[src/rtl/store_buffer_if.sv]
// Purpose : Bundles the store-buffer handshake and memory-port signals so the
//           MEM-stage side and the Data_Memory side connect through one port.
// Signals :
//   st_valid/st_addr/st_data/st_ready : store enqueue handshake from MEM stage
//   ld_valid/ld_addr/ld_ready/ld_data : doubleword load from MEM stage
//   drain_req/empty                   : fence request and FIFO-empty status
//   misalign                          : active op has addr[2:0] != 0
//   mem_addr/mem_wdata/mem_write/mem_read/mem_rdata : Data_Memory port
// Modports:
//   slave  - the store buffer itself
//   master - the pipeline plus memory that surround it
interface store_buffer_if;
  logic        st_valid;
  logic [63:0] st_addr;
  logic [63:0] st_data;
  logic        st_ready;
  logic        ld_valid;
  logic [63:0] ld_addr;
  logic        ld_ready;
  logic [63:0] ld_data;
  logic        drain_req;
  logic        empty;
  logic        misalign;
  logic [63:0] mem_addr;
  logic [63:0] mem_wdata;
  logic        mem_write;
  logic        mem_read;
  logic [63:0] mem_rdata;

  modport slave (
    input  st_valid, st_addr, st_data, ld_valid, ld_addr, drain_req, mem_rdata,
    output st_ready, ld_ready, ld_data, empty, misalign,
           mem_addr, mem_wdata, mem_write, mem_read
  );

  modport master (
    output st_valid, st_addr, st_data, ld_valid, ld_addr, drain_req, mem_rdata,
    input  st_ready, ld_ready, ld_data, empty, misalign,
           mem_addr, mem_wdata, mem_write, mem_read
  );
endinterface

[src/rtl/store_buffer.sv]
// Purpose : Posted-write store buffer between the EX/MEM pipeline register and
//           Data_Memory. Stores are queued in a FIFO in one cycle and drained
//           to memory whenever no load needs the port. Loads read memory
//           combinationally, with the youngest matching buffered store
//           forwarded over the memory data.
// Ports   :
//   clk   - clock, all state updates on posedge
//   reset - asynchronous, active-low reset
//   bus   - store_buffer_if.slave (store/load handshakes, fence, memory port)
// Parameters:
//   DEPTH        - FIFO entries (power of 2, >= 2)
//   STARVE_LIMIT - consecutive load-blocked cycles before a forced drain
module store_buffer #(
  parameter int DEPTH        = 4,
  parameter int STARVE_LIMIT = 3
) (
  input  logic           clk,
  input  logic           reset,
  store_buffer_if.slave  bus
);

  localparam int PW = $clog2(DEPTH);
  localparam int CW = PW + 1;
  localparam int SW = $clog2(STARVE_LIMIT + 1);
  localparam logic [CW-1:0] DEPTH_C = CW'(DEPTH);
  localparam logic [SW-1:0] LIMIT_C = SW'(STARVE_LIMIT);

  typedef enum logic [1:0] {
    IDLE,
    OPP,
    FORCE
  } state_t;

  state_t        state_q, state_d;
  logic [CW-1:0] count_q, count_d;
  logic [PW-1:0] head_q, head_d;
  logic [PW-1:0] tail_q, tail_d;
  logic [SW-1:0] starve_q, starve_d;

  logic [63:0]   entryAddr_q [DEPTH];
  logic [63:0]   entryData_q [DEPTH];

  logic          stReady;
  logic          push;
  logic          pop;
  logic          ldReady;
  logic          fwdHit;
  logic [63:0]   fwdData;

  // Acceptance looks only at the registered count, so a pop in this cycle
  // never frees a slot for a push in the same cycle.
  assign stReady = (count_q < DEPTH_C) && !bus.drain_req;
  assign push    = bus.st_valid && stReady;

  // Drain/load arbitration for the single memory port. The FSM decides who
  // owns the port; a load is only starved out for one cycle in FORCE.
  always_comb begin
    state_d       = state_q;
    starve_d      = starve_q;
    pop           = 1'b0;
    ldReady       = 1'b1;
    bus.mem_write = 1'b0;
    bus.mem_read  = 1'b0;
    bus.mem_addr  = 64'd0;
    bus.mem_wdata = 64'd0;

    case (state_q)
      IDLE: begin
        if (push) begin
          state_d = OPP;
        end
      end
      OPP: begin
        if (bus.ld_valid) begin
          starve_d = starve_q + SW'(1);
          if (starve_d == LIMIT_C) begin
            state_d = FORCE;
          end
        end else begin
          pop      = 1'b1;
          starve_d = '0;
        end
      end
      FORCE: begin
        ldReady  = 1'b0;
        pop      = 1'b1;
        starve_d = '0;
        state_d  = OPP;
      end
      default: begin
        state_d = IDLE;
      end
    endcase

    if (pop) begin
      bus.mem_write = 1'b1;
      bus.mem_addr  = entryAddr_q[head_q];
      bus.mem_wdata = entryData_q[head_q];
    end else if (bus.ld_valid && ldReady) begin
      bus.mem_read = 1'b1;
      bus.mem_addr = bus.ld_addr;
    end

    // A drain that empties the FIFO without a refilling push returns to IDLE.
    if (state_q != IDLE && count_d == '0) begin
      state_d = IDLE;
    end
  end

  // Occupancy and pointer bookkeeping; push and pop together leave the count
  // unchanged while both pointers advance.
  always_comb begin
    count_d = count_q;
    head_d  = head_q;
    tail_d  = tail_q;
    if (push) begin
      tail_d = tail_q + PW'(1);
    end
    if (pop) begin
      head_d = head_q + PW'(1);
    end
    if (push && !pop) begin
      count_d = count_q + CW'(1);
    end else if (pop && !push) begin
      count_d = count_q - CW'(1);
    end
  end

  // Forwarding search walks the entries present at the start of the cycle
  // from oldest to youngest, so the last match is the youngest store. The
  // head entry is still searched while it pops.
  always_comb begin
    logic [PW-1:0] idx;
    fwdHit  = 1'b0;
    fwdData = 64'd0;
    idx     = '0;
    for (int i = 0; i < DEPTH; i++) begin
      idx = head_q + PW'(i);
      if ((CW'(i) < count_q) && (entryAddr_q[idx] == bus.ld_addr)) begin
        fwdHit  = 1'b1;
        fwdData = entryData_q[idx];
      end
    end
  end

  assign bus.st_ready = stReady;
  assign bus.ld_ready = ldReady;
  assign bus.ld_data  = fwdHit ? fwdData : bus.mem_rdata;
  assign bus.empty    = (count_q == '0);
  assign bus.misalign = (bus.ld_valid && (bus.ld_addr[2:0] != 3'd0)) ||
                        (bus.st_valid && (bus.st_addr[2:0] != 3'd0));

  // Control state; reset discards any buffered stores so nothing further
  // reaches memory.
  always_ff @(posedge clk or negedge reset) begin
    if (!reset) begin
      state_q  <= IDLE;
      count_q  <= '0;
      head_q   <= '0;
      tail_q   <= '0;
      starve_q <= '0;
    end else begin
      state_q  <= state_d;
      count_q  <= count_d;
      head_q   <= head_d;
      tail_q   <= tail_d;
      starve_q <= starve_d;
    end
  end

  // Entry storage needs no reset: validity is defined by head/count alone.
  always_ff @(posedge clk) begin
    if (push) begin
      entryAddr_q[tail_q] <= bus.st_addr;
      entryData_q[tail_q] <= bus.st_data;
    end
  end

endmodule
[src/flat_wrapper.sv]
// flat-port wrapper written by rule: the top's interface ports become plain ports
module store_buffer_flat 
#(
  parameter int DEPTH        = 4,
  parameter int STARVE_LIMIT = 3
)
  (clk, reset, bus_st_valid, bus_st_addr, bus_st_data, bus_ld_valid, bus_ld_addr, bus_drain_req, bus_mem_rdata, bus_st_ready, bus_ld_ready, bus_ld_data, bus_empty, bus_misalign, bus_mem_addr, bus_mem_wdata, bus_mem_write, bus_mem_read);
  store_buffer_if bus_i ();
  input  logic clk;
  input  logic reset;
  input wire logic [$bits(bus_i.st_valid)-1:0] bus_st_valid;
  input wire logic [$bits(bus_i.st_addr)-1:0] bus_st_addr;
  input wire logic [$bits(bus_i.st_data)-1:0] bus_st_data;
  input wire logic [$bits(bus_i.ld_valid)-1:0] bus_ld_valid;
  input wire logic [$bits(bus_i.ld_addr)-1:0] bus_ld_addr;
  input wire logic [$bits(bus_i.drain_req)-1:0] bus_drain_req;
  input wire logic [$bits(bus_i.mem_rdata)-1:0] bus_mem_rdata;
  output wire logic [$bits(bus_i.st_ready)-1:0] bus_st_ready;
  output wire logic [$bits(bus_i.ld_ready)-1:0] bus_ld_ready;
  output wire logic [$bits(bus_i.ld_data)-1:0] bus_ld_data;
  output wire logic [$bits(bus_i.empty)-1:0] bus_empty;
  output wire logic [$bits(bus_i.misalign)-1:0] bus_misalign;
  output wire logic [$bits(bus_i.mem_addr)-1:0] bus_mem_addr;
  output wire logic [$bits(bus_i.mem_wdata)-1:0] bus_mem_wdata;
  output wire logic [$bits(bus_i.mem_write)-1:0] bus_mem_write;
  output wire logic [$bits(bus_i.mem_read)-1:0] bus_mem_read;
  assign bus_i.st_valid = bus_st_valid;
  assign bus_i.st_addr = bus_st_addr;
  assign bus_i.st_data = bus_st_data;
  assign bus_i.ld_valid = bus_ld_valid;
  assign bus_i.ld_addr = bus_ld_addr;
  assign bus_i.drain_req = bus_drain_req;
  assign bus_i.mem_rdata = bus_mem_rdata;
  assign bus_st_ready = bus_i.st_ready;
  assign bus_ld_ready = bus_i.ld_ready;
  assign bus_ld_data = bus_i.ld_data;
  assign bus_empty = bus_i.empty;
  assign bus_misalign = bus_i.misalign;
  assign bus_mem_addr = bus_i.mem_addr;
  assign bus_mem_wdata = bus_i.mem_wdata;
  assign bus_mem_write = bus_i.mem_write;
  assign bus_mem_read = bus_i.mem_read;
  store_buffer #(.DEPTH(DEPTH), .STARVE_LIMIT(STARVE_LIMIT)) u_core (.clk(clk), .reset(reset), .bus(bus_i));
endmodule
[config.mk]
export PLATFORM = sky130hd
export DESIGN_NAME = store_buffer_flat
export DESIGN_NICKNAME = d
export VERILOG_FILES = /design/src/rtl/store_buffer_if.sv /design/src/rtl/store_buffer.sv /design/src/flat_wrapper.sv
export SDC_FILE = /design/constraint.sdc
export NUM_CORES = 1
export LEC_CHECK = 0
export ABC_AREA = 0
export ABC_CLOCK_PERIOD_IN_PS = 6000
export CORE_MARGIN = 4
export CORE_UTILIZATION = 46
export CTS_BUF_LIST = sky130_fd_sc_hd__clkbuf_16
export DETAILED_ROUTE_END_ITERATION = 16
export GPL_TIMING_DRIVEN = 0
export PLACE_DENSITY = 0.69
export SLEW_MARGIN = 20
export SYNTH_ARGS = -nofsm -noshare
export SYNTH_HDL_FRONTEND = slang
export SYNTH_SLANG_ARGS = --single-unit
[constraint.sdc]
create_clock -name clk -period 6 [get_ports clk]
set_input_delay 1.5 -clock clk [delete_from_list [all_inputs] [get_ports clk]]
set_output_delay 1.5 -clock clk [all_outputs]
set_load 0.05 [all_outputs]
==> results_dict.tcl <==
set metrics [dict create \
    cts_tree "yes" \
    synth-simple-area-share_pct 9.328 \
    relSlewSlack_pct 16.79 \
    synth_top_family_by_area "multiplexers" \
    layout_commonest_cell "edfxtp_1" \
    reg2reg_to "u_core.head_q[1]$_DFFE_PN0N_" \
    synth-main-ff-cell "edfxtp_1" \
    critPathKind "reg -> out" \
    synthMuxAreaShare_pct 21.94 \
    drc 0 \
    dp_cells 4472 \
    syn-cell-area_mm2 0.03499 \
    layout-drive-gt1-share_pct 26.83 \
    synthXorXnorAreaFrac_pct 4.205 \
    routed.top_layer "met5" \
    synth_cell_types 79 \
    wirelength_um 188400 \
    insertion_delay_ps 640 \
    critPathLaunchType "flop" \
    clkSinkCount 523 \
    place.gp.congestion 1.081 \
    synthesis.instances 3076 \
    final_cell_mix "edfxtp_1 (512), mux2i_1 (318), nor2_1 (287), clkdlybuf4s50_1 (253), nand2_1 (214)" \
    drtIter0Drc 5383 \
    hold_ws_ps 562.8 \
    critPathCaptureType "output port" \
    synthTopCellsByArea "edfxtp_1 (44%), mux2i_1 (11%), mux2_2 (5.2%), mux4_2 (5.1%), xnor2_1 (3.3%)" \
    setup_viol 79 \
    hold_viol 0 \
    start_util_pct 46.69 \
    layout_min_cycle_time_ps 6848 \
    yosys.area_share.adder_pct 0.4648 \
    grt.total_usage_pct 44.66 \
    holdBufCountCts 0 \
    powerDensity_mw_per_mm2 519.5 \
    avgViaCountPerCell 7.158 \
    reg2reg_depth 12 \
    hp-class "reg -> reg" \
    ys_ff_latch 523 \
    core_area_mm2 0.07495 \
    vias 33434 \
    syn_to_final_growth_pct 33.73 \
    htreeDepth 2 \
    avgSynthCellArea_um2 11.38 \
    clock_skew_ps 11.33 \
    wl_met2_um 78550 \
    rsz0062_at_grt "true" \
    die_height_um 283.8 \
    tritoncts.num_buffers 60 \
    ir_drop_mv 0.3008 \
    violations "setup timing" \
    clockRootBuffer "clkbuf_16" \
    slew_violations 0 \
    grt_pass1_wl_um 254200 \
    grt_start_max_net_pins 43 \
    grt-ovfl-total 0 \
    synth_top_area_share_pct 43.93 \
    crit_arrival_ps 5350 \
    seq_area_frac_synth_pct 44.72 \
    fin_crit_sh_pct 114.1 \
    synth-warning-count 0 \
    power.leakage_nw 17.15 \
    fmax_mhz 146.0 \
    synth_compound_area_share_pct 14.61 \
    m1WireLength_um 70760 \
    grt_pass1_vias 31776 \
    hpwlAfterDp_um 140700 \
    synth_nets 3350 \
    die_width_um 283.8 \
    ff2ff_setup_slack_ps 2560 \
    status "finished, violations left" \
    clock_path_buffers 3 \
    ant_nets 0 \
    portBuffers 415 \
    r2r-start "u_core.head_q[0]$_DFFE_PN0N_" \
    synth-edff-count 512 \
    async_flop_share_pct 2.103 \
    io_pins 459 \
    cp_max_fo 10 \
    yosysTopAreaCell "edfxtp_1" \
    layout.cells.non_filler 4671 \
    hold_path_end "u_core.starve_q[1]$_DFFE_PN0N_" \
    final_nets 3907 \
    tightest_slew_ps 1213 \
    timing.final.ws_setup_ps -848.0 \
    wl_met3_um 25940 \
    placementRows 100 \
    whs_path_depth 2 \
    drt_first_pass_iters 9 \
    wl_per_cell_um 40.33 \
    cap_violations 0 \
    antenna_found_initial 25 \
    die_area_mm2 0.08055 \
    holdCritStartpoint "u_core.starve_q[1]$_DFFE_PN0N_" \
    critPathRequiredTime_ps 4500 \
    path_clk_slew_ps 60 \
]
==> worst max path at each step <==
| stage | from | endpoint |
|---|---|---|
| 2_1_floorplan | bus_drain_req | u_core.entryAddr_q[1][0]$_DFFE_PP_ |
| 3_3_place_gp | bus_ld_addr[25] | bus_ld_data[13] |
| 3_5_place_dp | bus_ld_addr[21] | bus_ld_data[13] |
| 4_1_cts | u_core.head_q[1]$_DFFE_PN0N_ | bus_ld_data[43] |
| 5_1_grt | u_core.head_q[1]$_DFFE_PN0N_ | bus_ld_data[36] |
| 6_report | u_core.head_q[0]$_DFFE_PN0N_ | bus_ld_data[43] |
==> where the power goes <==
| part | switching, mW | total (mW) | internal (mW) |
|---|---|---|---|
| Clock | 1.61 | 3.99 | 2.39 |
| Sequential | 0.170 | 4.50 | 4.33 |
| Combinational | 10.5 | 15.8 | 5.32 |
| Total | 12.3 | 24.3 | 12.0 |
==> critical path, cell delays in order, from the launching register on <==
cell and delay [ps]:
dfrtp_1 360, buf_4 210, inv_1 170, buf_6 260
buf_4 390, mux2i_1 190, xnor2_2 410, nand4_1 440
a2111o_1 550, or4_4 590, o31ai_4 120, buf_12 260
buf_12 150, a311oi_2 40, a211o_1 350, buf_6 180
==> cells by family (layout without fill, tap and decap cells) <==
logic type / count (synthesis) / count (layout)
adder cells (fa/ha/maj): 13 / 13
flip-flops: 523 / 523
XOR/XNOR: 168 / 168
AND/OR/NAND/NOR: 704 / 704
buffers and inverters: 329 / 936
multiplexers: 641 / 641
AO/OA/AOI/OAI: 698 / 698
other: 0 / 19
==> what timing repair did <==
item | in CTS | in global routing
setup endpoints to repair | 191 | 161
setup buffers | 33 | 28
cloned | 2 | 6
pin swaps | 46 | 49
resized for setup | 1104 | 176
==> Yosys cell counts, types with 8 or more instances <==
library cell,n
a2111oi_0,8
a211o_1,67
a211oi_1,73
a21oi_1,94
a221oi_1,15
a22o_1,41
a22oi_1,15
a2bb2oi_1,19
a311oi_1,64
a32o_1,15
and3_1,11
buf_1,33
buf_2,49
buf_4,15
buf_6,33
clkbuf_1,159
dfrtp_1,11
edfxtp_1,512
ha_1,13
inv_1,35
mux2_2,163
mux2i_1,388
mux4_2,80
nand2_1,216
nand2b_1,10
nand3_1,9
nand3b_1,66
nand4_1,32
nor2_1,289
nor2b_1,8
nor3_1,9
nor4_1,17
o211ai_1,74
o21ai_0,110
o22ai_1,30
o2bb2ai_1,12
xnor2_1,133
xor2_1,35
==> registers in the layout, indices dropped and copies added, names as in the netlist <==
| name | count |
|---|---|
| u_core.count_q | 3 |
| u_core.entryAddr_q | 256 |
| u_core.entryData_q | 256 |
| u_core.head_q | 2 |
| u_core.starve_q | 2 |
| u_core.state_q | 2 |
| u_core.tail_q | 2 |
==> metrics by stage <==
step / util (%) / setup slack (ps) / instance area (um^2) / total power [mW] / setup TNS [ps]
after floorplan: - / 108.6 / 34990 / 12.64 / 0
after global placement: 53.85 / -3257 / 40360 / 18.07 / -1661650
after detailed placement: 54.35 / -2941 / 40730 / 18.05 / -308180
after CTS: 61.01 / -612.8 / 45720 / 23.20 / -40980
after global routing: 62.40 / -736.6 / 46770 / 24.49 / -44300
final: 62.44 / -848.0 / 46800 / 24.31 / -50450
==> layout make-up <==
cell class	count	area, um^2
fillers	5936	28150
multi-input cells	2224	19850
flip-flops and latches	523	15650
repair buffers	496	5271
plain buffers	293	2495
clock buffers	60	1501
well taps	969	1212
clock inverters	52	631.9
inverters	35	135.1
diodes	19	47.55
==> per-layer routing <==
layer  vias to the layer above  track usage (%)
met5                         -                0
met4                        28            23.30
met3                       690            16.01
met2                      3049            64.83
met1                     16581            58.81
li1                      13086                -
Power figures use the tool's default switching activity.
